<file path="config.mk">
export PLATFORM = sky130hd
export DESIGN_NAME = rx_seq_fifo_flat
export DESIGN_NICKNAME = d
export VERILOG_FILES = /design/src/rtl/rx_seq_fifo_if.sv /design/src/rtl/rx_seq_fifo.sv /design/src/flat_wrapper.sv
export SDC_FILE = /design/constraint.sdc
export NUM_CORES = 2
export LEC_CHECK = 0
export CAP_MARGIN = 10
export CORE_AREA = 2 2 683 515
export CTS_CLUSTER_SIZE = 16
export DETAILED_ROUTE_END_ITERATION = 8
export DIE_AREA = 0 0 685 517
export SLEW_MARGIN = 10
export SYNTH_ARGS = -nofsm -noshare
export SYNTH_HDL_FRONTEND = slang
export SYNTH_SLANG_ARGS = --single-unit
export TNS_END_PERCENT = 5
</file>
<file path="constraint.sdc">
create_clock -name clk -period 27.7 [get_ports clk]
set_clock_uncertainty 0.2 [all_clocks]
set_input_delay 8.31 -clock clk [delete_from_list [all_inputs] [get_ports clk]]
set_output_delay 8.31 -clock clk [all_outputs]
set_load 0.01 [all_outputs]
</file>
<file path="src/rtl/rx_seq_fifo_if.sv">
// rx_seq_fifo_if: byte input, sequence output and status bundle.
// master drives bytes/ready/clear, slave is the FIFO.
interface rx_seq_fifo_if #(
  parameter int WIDTH   = 32,
  parameter int DEPTH   = 8,
  parameter int NUM_SEQ = 10
);
  localparam int CW = $clog2(NUM_SEQ + 1);

  logic             valid_in;
  logic [7:0]       byte_in;
  logic             data_end;
  logic             ready_in;
  logic             clr_ovf;
  logic [WIDTH-1:0] array_out [DEPTH-1:0];
  logic             valid_out;
  logic [CW-1:0]    seq_count;
  logic             overflow;

  modport master (
    output valid_in, byte_in, data_end,
    output ready_in, clr_ovf,
    input  array_out, valid_out,
    input  seq_count, overflow
  );

  modport slave (
    input  valid_in, byte_in, data_end,
    input  ready_in, clr_ovf,
    output array_out, valid_out,
    output seq_count, overflow
  );
endinterface

</file>
<file path="src/rtl/rx_seq_fifo.sv">
// rx_seq_fifo: packs RX bytes into DEPTH x WIDTH sequences, queued in NUM_SEQ slots.
// Macro RX_SEQ_FLUSH_EN: data_end zero-fills and commits a partial sequence.
module rx_seq_fifo #(
  parameter int WIDTH     = 32,
  parameter int DEPTH     = 8,
  parameter int NUM_SEQ   = 10,
  parameter bit LSB_FIRST = 1'b1
) (
  input logic          clk,
  input logic          rst_n,
  rx_seq_fifo_if.slave bus
);
  localparam int BPW = WIDTH / 8;
  localparam int BIW = (BPW > 1) ? $clog2(BPW) : 1;
  localparam int WIW = (DEPTH > 1) ? $clog2(DEPTH) : 1;
  localparam int PW  = $clog2(NUM_SEQ);
  localparam int CW  = $clog2(NUM_SEQ + 1);

  localparam logic [BIW-1:0] BLAST = BIW'(BPW - 1);
  localparam logic [WIW-1:0] WLAST = WIW'(DEPTH - 1);
  localparam logic [PW-1:0]  PLAST = PW'(NUM_SEQ - 1);
  localparam logic [CW-1:0]  CFULL = CW'(NUM_SEQ);

  logic [BIW-1:0]   byte_idx_q, byte_idx_d;
  logic [WIW-1:0]   word_idx_q, word_idx_d;
  logic [WIDTH-1:0] asm_q [DEPTH];
  logic [WIDTH-1:0] asm_d [DEPTH];
  logic [WIDTH-1:0] slot_q [NUM_SEQ][DEPTH];
  logic [PW-1:0]    wr_ptr_q, wr_ptr_d;
  logic [PW-1:0]    rd_ptr_q, rd_ptr_d;
  logic [CW-1:0]    count_q, count_d;
  logic             ovf_q, ovf_d;

  logic [BIW-1:0] lane;
  logic           last_byte;
  logic           partial;
  logic           restart;
  logic           commit;
  logic           can_push;
  logic           push;
  logic           pop;

  assign last_byte = bus.valid_in
                   & (byte_idx_q == BLAST)
                   & (word_idx_q == WLAST);

  assign partial = bus.valid_in ? ~last_byte
                 : ((byte_idx_q != '0) | (word_idx_q != '0));

  assign restart = last_byte | (bus.data_end & partial);

`ifdef RX_SEQ_FLUSH_EN
  assign commit = restart;
`else
  assign commit = last_byte;
`endif

  assign pop      = (count_q != '0) & bus.ready_in;
  assign can_push = (count_q != CFULL) | pop;
  assign push     = commit & can_push;

  // Merge the incoming byte into the assembly and advance lane/word indices.
  always_comb begin
    asm_d      = asm_q;
    byte_idx_d = byte_idx_q;
    word_idx_d = word_idx_q;
    lane       = LSB_FIRST ? byte_idx_q : BLAST - byte_idx_q;
    if (bus.valid_in) begin
      asm_d[word_idx_q][{lane, 3'b000} +: 8] = bus.byte_in;
    end
    if (restart) begin
      byte_idx_d = '0;
      word_idx_d = '0;
    end else if (bus.valid_in) begin
      if (byte_idx_q == BLAST) begin
        byte_idx_d = '0;
        word_idx_d = word_idx_q + 1'b1;
      end else begin
        byte_idx_d = byte_idx_q + 1'b1;
      end
    end
  end

  // Queue pointers, occupancy and sticky overflow.
  always_comb begin
    wr_ptr_d = wr_ptr_q;
    rd_ptr_d = rd_ptr_q;
    count_d  = count_q;
    ovf_d    = ovf_q;
    if (push) begin
      wr_ptr_d = (wr_ptr_q == PLAST) ? '0 : wr_ptr_q + 1'b1;
    end
    if (pop) begin
      rd_ptr_d = (rd_ptr_q == PLAST) ? '0 : rd_ptr_q + 1'b1;
    end
    unique case ({push, pop})
      2'b10:   count_d = count_q + 1'b1;
      2'b01:   count_d = count_q - 1'b1;
      default: count_d = count_q;
    endcase
    if (commit & ~can_push) begin
      ovf_d = 1'b1;
    end else if (bus.clr_ovf) begin
      ovf_d = 1'b0;
    end
  end

  // Control state; assembly is zeroed on restart so a flush reads zero fill.
  always_ff @(posedge clk or negedge rst_n) begin
    if (!rst_n) begin
      byte_idx_q <= '0;
      word_idx_q <= '0;
      wr_ptr_q   <= '0;
      rd_ptr_q   <= '0;
      count_q    <= '0;
      ovf_q      <= 1'b0;
      for (int i = 0; i < DEPTH; i++) asm_q[i] <= '0;
    end else begin
      byte_idx_q <= byte_idx_d;
      word_idx_q <= word_idx_d;
      wr_ptr_q   <= wr_ptr_d;
      rd_ptr_q   <= rd_ptr_d;
      count_q    <= count_d;
      ovf_q      <= ovf_d;
      for (int i = 0; i < DEPTH; i++) begin
        asm_q[i] <= restart ? '0 : asm_d[i];
      end
    end
  end

  // Slot storage needs no reset: unread until count says it is occupied.
  always_ff @(posedge clk) begin
    if (push) slot_q[wr_ptr_q] <= asm_d;
  end

  // Head slot, forced to zero while the queue is empty.
  always_comb begin
    for (int i = 0; i < DEPTH; i++) begin
      bus.array_out[i] = (count_q != '0) ? slot_q[rd_ptr_q][i] : '0;
    end
  end

  assign bus.valid_out = (count_q != '0);
  assign bus.seq_count = count_q;
  assign bus.overflow  = ovf_q;
endmodule

</file>
<file path="src/flat_wrapper.sv">
// flat-port wrapper written by rule: the top's interface ports become plain ports
module rx_seq_fifo_flat 
#(
  parameter int WIDTH     = 32,
  parameter int DEPTH     = 8,
  parameter int NUM_SEQ   = 10,
  parameter bit LSB_FIRST = 1'b1
)
  (clk, rst_n, bus_valid_in, bus_byte_in, bus_data_end, bus_ready_in, bus_clr_ovf, bus_array_out, bus_valid_out, bus_seq_count, bus_overflow);
  rx_seq_fifo_if #(.WIDTH(WIDTH), .DEPTH(DEPTH), .NUM_SEQ(NUM_SEQ)) bus_i ();
  input logic clk;
  input logic rst_n;
  input wire logic [$bits(bus_i.valid_in)-1:0] bus_valid_in;
  input wire logic [$bits(bus_i.byte_in)-1:0] bus_byte_in;
  input wire logic [$bits(bus_i.data_end)-1:0] bus_data_end;
  input wire logic [$bits(bus_i.ready_in)-1:0] bus_ready_in;
  input wire logic [$bits(bus_i.clr_ovf)-1:0] bus_clr_ovf;
  output wire logic [$bits(bus_i.array_out)-1:0] bus_array_out;
  output wire logic [$bits(bus_i.valid_out)-1:0] bus_valid_out;
  output wire logic [$bits(bus_i.seq_count)-1:0] bus_seq_count;
  output wire logic [$bits(bus_i.overflow)-1:0] bus_overflow;
  assign bus_i.valid_in = bus_valid_in;
  assign bus_i.byte_in = bus_byte_in;
  assign bus_i.data_end = bus_data_end;
  assign bus_i.ready_in = bus_ready_in;
  assign bus_i.clr_ovf = bus_clr_ovf;
  assign bus_array_out = {>>{bus_i.array_out}};
  assign bus_valid_out = bus_i.valid_out;
  assign bus_seq_count = bus_i.seq_count;
  assign bus_overflow = bus_i.overflow;
  rx_seq_fifo #(.WIDTH(WIDTH), .DEPTH(DEPTH), .NUM_SEQ(NUM_SEQ), .LSB_FIRST(LSB_FIRST)) u_core (.clk(clk), .rst_n(rst_n), .bus(bus_i));
endmodule
</file>
# Yosys cells after proc, flatten, opt, wreduce, memory -nomap -nowiden
# Memory sizes are Yosys's and may differ from the RTL's.
# Index checks and enable logic that the tools add are counted.
dict set report word_totals {
  register_bits 274
  n_memories 1
  ram_bits 2560
  out_inout_bits 262
  word_cells 88
}
# memory depth word_bits rd rd_ports_with_merged_regs write_ports line_no
set memory_table {}
lappend memory_table {u_core.slot_q 10 256 1 0 1 rx_seq_fifo.sv:28} ;# logic [WIDTH-1:0] slot_q [NUM_SEQ][DEPTH];
dict set report classes {
  shift 2
  n_lt_le_gt_ge 2
  n_bitwise 12
  eq_ne 7
  n_mux 34
  add_sub_neg 7
  reduce_logical 9
}
# cell n
set ops {}
lappend ops {{two-way mux 32 bit} 17}
lappend ops {{bitwise mux 256 bit} 1}
lappend ops {{two-way mux 256 bit} 1}
lappend ops {{demux 32 bit (select 3 bit)} 1}
lappend ops {{variable shift 8 x 7 -> 32 bit (first input constant)} 1}
lappend ops {{variable part select 8 x 7 -> 32 bit} 1}
lappend ops {{adder 4 x 1 -> 4 bit (second input constant)} 3}
lappend ops {{nonzero test 2 bit} 5}
lappend ops {{two-way mux 3 bit} 3}
lappend ops {{equality test 4 bit (second input constant)} 2}
lappend ops {{two-way mux 4 bit} 2}
lappend ops {{case mux 4 bit (2 select lines)} 1}
lappend ops {{negation 5 -> 7 bit} 1}
lappend ops {{bitwise AND 1 bit} 6}
lappend ops {{two-way mux 2 bit} 3}
lappend ops {{two-way mux 1 bit} 5}
lappend ops {{equality test 2 bit (second input constant)} 2}
lappend ops {{>= comparator 4 bit (second input constant)} 1}
lappend ops {{< comparator 4 x 1 -> 1 bit (second input constant)} 1}
lappend ops {{!= test 4 bit (second input constant)} 1}
lappend ops {{NOT 3 -> 4 bit} 1}
lappend ops {{nonzero test 4 bit} 1}
lappend ops {{subtractor 4 x 1 -> 4 bit (second input constant)} 1}
lappend ops {{adder 3 x 1 -> 3 bit (second input constant)} 1}
lappend ops {{other kinds (8)} 11}

# Longest topological paths before layout
dict set report depth {
  depth_word 9
  mapped_depth 10
}

# Worst setup path before layout
# Ideal clock, no wire load.
dict set report synth_timing {
  path_type {input to register}
  startpoint {in bus_valid_in}
  endpoint {mem u_core.slot_q[0][0] in the netlist's numbering (enable)}
  setup_ns 1.587
  stages 5
  required_ns 25.913
  path_slack_ns -8.988
  t_arrival_ns 34.901
  path_cell_list {buf_2 > and3_1 > buf_2 > o21ai_2 > nor4b_1}
}
dict set report synth_between {
  elab_chain_cells 5
}
# item line_no
set synth_lines {}
lappend synth_lines {{start, declared} flat_wrapper.sv:13} ;# input wire logic [$bits(bus_i.valid_in)-1:0] bus_valid_in;
lappend synth_lines {{bitwise AND 1 bit} rx_seq_fifo.sv:44} ;# & (byte_idx_q == BLAST)
lappend synth_lines {{bitwise AND 1 bit} rx_seq_fifo.sv:45} ;# & (word_idx_q == WLAST);
lappend synth_lines {{bitwise AND 1 bit} rx_seq_fifo.sv:60} ;# assign push = commit & can_push;
lappend synth_lines {{two-way mux 1 bit} rx_seq_fifo.sv:133} ;# if (push) slot_q[wr_ptr_q] <= asm_d;
lappend synth_lines {{two-way mux 1 bit (implied by the code)} rx_seq_fifo.sv:133}
lappend synth_lines {{end, declared} rx_seq_fifo.sv:28}
# Every way passes these cells.

# Final worst setup path
dict set report layout_timing {
  startpoint {reg u_core.rd_ptr_q[2]}
  endpoint {out bus_array_out[220]}
}
dict set report layout_between {
  elab_chain_cells 2
}
# item line_no
set layout_lines {}
lappend layout_lines {{start, declared} rx_seq_fifo.sv:30} ;# logic [PW-1:0] rd_ptr_q, rd_ptr_d;
lappend layout_lines {{start signal, assigned} rx_seq_fifo.sv:122} ;# rd_ptr_q <= rd_ptr_d;
lappend layout_lines {{memory (10 x 256 bit)} n/a}
lappend layout_lines {{two-way mux 32 bit} rx_seq_fifo.sv:139} ;# bus.array_out[i] = (count_q != '0) ? slot_q[rd_ptr_q][i] : '0;
lappend layout_lines {{end, declared} flat_wrapper.sv:18} ;# output wire logic [$bits(bus_i.array_out)-1:0] bus_array_out;
# Every way passes these cells.

==> metrics.cfg <==
[drt]
viasPerCell=5.43
drc=0
drt_pass1_iterations=6
routedWlPerCell_um=29.9
drtIter0Drc=6884
ant_nets=0
detail_route.wirelength_um=326000
vias=59100

[power_and_ir_drop]
p_comb_share_pct=5.1
intPower_mw=6.87
vdd_drop_max_mv=0.0463
power.density_nw_per_um2=69.7
power_frac_clock_pct=43.0
leakage_nw=40.9
p_seq_share_pct=51.9
p_switching_mw=2.03
netSwitchingFraction_pct=22.9

[placement]
hpwl_um=176000
gp_congestion=0.734
io_buffers=275
post-place-ws_ns=13.69

[worst_setup_path]
worstSetupPathType=reg2out
r2r_cells=8
critPathCaptureType=output pin
crit_arrival_ns=6.42
cp.required_ns=19.19
reg2reg_to=u_core.slot_q[0][82]$_DFFE_PP_
r2r-start=u_core.byte_idx_q[0]$_DFFE_PN0P_
cp_max_fo=61
start_kind=flip-flop
rrSetupSlack_ns=22.17

[global_routing]
use_met2_pct=29.0
grt.met1_usage_pct=25.0
grt_max_degree=106
track_usage_pct=17.9
grt.busiest_layer=met2
antenna_found_initial=22
globalRouteOverflowTotal=0
first_global_vias=59400
met3_usage_pct=3.10
grt_pass1_wl_um=456000

[yosys]
synth_ff_type=edfxtp_1
ys_warn_count=0
synth_cells=5761
async_flop_share_pct=9.67
synth.area.top_cells=edfxtp_1, mux4_2, dfrtp_1, mux2i_1, o22ai_1
synth_cell_types=64
mappedNetlistArea_um2=111000
yosysSeqAreaShare_pct=75.5
synth_top_cell_by_area=edfxtp_1
synth_seq_cells=2834
syn_avg_cell_area_um2=19.2
synth-edff-count=2560
yosysTopAreaCellShare_pct=69.3
synth_fp_nets=5784

[outcome]
outcome=finished, final reports clean

[cts]
cts_tree=done
clock-sinks=2834
clk_pin_slew_worst_paths_ns=0.07
cts_root_buf=clkbuf_16
numCtsBuffers=283
cts_htree_levels=5
hold_buffers=0
clk_latency_ns=0.87
clock_path_buffers=4
cts_resized=0
postCtsSetupRepairBufs=0

[timing]
setup_ws_ns=12.77
period_needed_ns=14.93
setup_viol=0
fmax_ghz=0.0670
rsz0062_at_grt=no
setup_tns_ns=0
fin_crit_sh_pct=53.9
tightestPinTransition_ns=1.20
hold_viol=0
maxSlewViolCount=0
relSlewSlack_pct=19.9

[floorplanning]
die_h_um=517
start_util_pct=31.9
die_area_um2=354000
rows=188
chipWidth_um=685
coreArea_um2=348000
io_pins=276

[finish]
drive_above_1_share_pct=20.0
syn2layout_area_growth_pct=15.2
nets=6047
fillers=31700

[run]
maxCapViolCount=0

[hold_path]
min_from=u_core.bus.overflow$_DFFE_PN0P_
hold_class=reg2reg
min_path_cells=2
worst_hold_path.endpoint=u_core.bus.overflow$_DFFE_PN0P_

## area by class of cell
class                      count  area [um^2]  share of cell area (%)
clock inverter               141         1410                    1.10
tap                         4655         5820                    4.56
sequential                  2834        83700                    65.6
multi-input combinational   2456        24900                    19.5
timing repair buffer         439         4110                    3.21
inverter                      10         37.5                  0.0294
antenna                        5         12.5                 0.00980
clock buffer                 363         7720                    6.05
## sequential cells by signal, summed over array words and instances (netlist names)
signal                flops
u_core.asm_q            256
u_core.slot_q          2560
u_core.bus.overflow       1
u_core.bus.seq_count      4
u_core.byte_idx_q         2
u_core.rd_ptr_q           4
u_core.word_idx_q         3
u_core.wr_ptr_q           4
## worst max path at each step
| stage | startpoint | end | slack, ns | cells after the start |
|---|---|---|---|---|
| global placement | u_core.rd_ptr_q[2]$_DFFE_PN0P_ | bus_array_out[246] | 13.68 | 7 |
| finish | u_core.rd_ptr_q[2]$_DFFE_PN0P_ | bus_array_out[220] | 12.77 | 7 |
| global route | u_core.rd_ptr_q[0]$_DFFE_PN0P_ | bus_array_out[94] | 12.57 | 8 |
| CTS | u_core.rd_ptr_q[2]$_DFFE_PN0P_ | bus_array_out[220] | 12.75 | 7 |
| detailed placement | u_core.rd_ptr_q[2]$_DFFE_PN0P_ | bus_array_out[220] | 13.69 | 7 |
| floorplan | bus_valid_in | u_core.slot_q[8][0]$_DFFE_PP_ | -7.02 | 5 |
## routing by layer
layer | part of all wire (%) | wire length, um
met1 | 42 | 138000
met2 | 47 | 154000
met3 | 7.8 | 25300
met4 | 2.6 | 8330
met5 | 0 | 0
## kinds of logic after synthesis
family	synth area share (%)
multiplexers	12.9
AO/OA/AOI/OAI	6.24
flip-flops	75.5
adder cells (fa/ha/maj)	0.102
AND/OR/NAND/NOR	2.81
buffers and inverters	2.44
XOR/XNOR	0.0395
## power by group through the flow
stage	sequential, mW	combinational, mW	clock, mW
2_1_floorplan	4.71	0.168	0
3_3_place_gp	4.71	0.442	0
3_5_place_dp	4.71	0.450	0
4_1_cts	4.62	0.451	3.89
5_1_grt	4.62	0.462	4.05
6_report	4.62	0.451	3.83
## through the flow
step | total power [mW] | instance area (um^2) | hold WS, ns | std cells | utilization [%]
after detailed placement | 5.16 | 119000 | 0.345 | 10400 | 34.1
after global routing | 9.13 | 128000 | 0.366 | 10900 | 36.7
after floorplan | 4.88 | 111000 | 0.329 | 5761 | -
after global placement | 5.16 | 119000 | 0.324 | 10400 | 34.1
after CTS | 8.96 | 128000 | 0.353 | 10900 | 36.7
final | 8.90 | 128000 | 0.345 | 10900 | 36.7
## critical path, cell delays in order (launching register included)
cell	delay, ns
dfrtp_4	1.00
buf_4	0.65
buf_4	0.87
buf_4	0.83
mux4_2	0.37
o22ai_1	0.08
a211oi_1	0.82
clkdlybuf4s50_1	0.69
## synthesized netlist by cell type, types with 10 or more instances
library cell / instances
mux4_1: 33
nor2_1: 14
o22ai_1: 256
mux2i_1: 259
o21ai_1: 44
edfxtp_1: 2560
a211oi_1: 139
nand3_1: 169
a211oi_2: 120
buf_2: 175
clkbuf_1: 162
nand2b_1: 10
dfrtp_1: 274
nor4bb_1: 15
o21ai_0: 213
buf_12: 12
nand2_1: 262
buf_4: 51
buf_6: 40
a21oi_1: 259
mux4_2: 479
nand4_1: 96
buf_1: 17
## layout by cell type, fill, tap and decap left out, types with 5 or more instances in the layout
cell / n
ha_1: 9
o21ai_1: 44
nand3b_1: 5
and3b_2: 6
nor2_1: 12
clkbuf_8: 19
clkinvlp_4: 18
a211oi_2: 120
mux4_2: 479
a21oi_1: 259
a211oi_1: 139
and4b_2: 6
nand3_1: 167
bufinv_16: 20
nor4_2: 5
nor4bb_4: 14
clkinv_4: 5
o21ai_0: 213
mux2i_1: 259
clkdlybuf4s50_1: 274
clkinv_1: 33
buf_12: 9
clkbuf_16: 290
nand2b_1: 6
nand4_1: 96
edfxtp_1: 2560
diode_2: 5
mux4_1: 33
nand2_1: 261
clkbuf_1: 54
o22ai_1: 256
inv_1: 9
inv_6: 8
clkinv_2: 46
buf_4: 154
dfrtp_1: 270
Power figures use the tool's default switching activity.
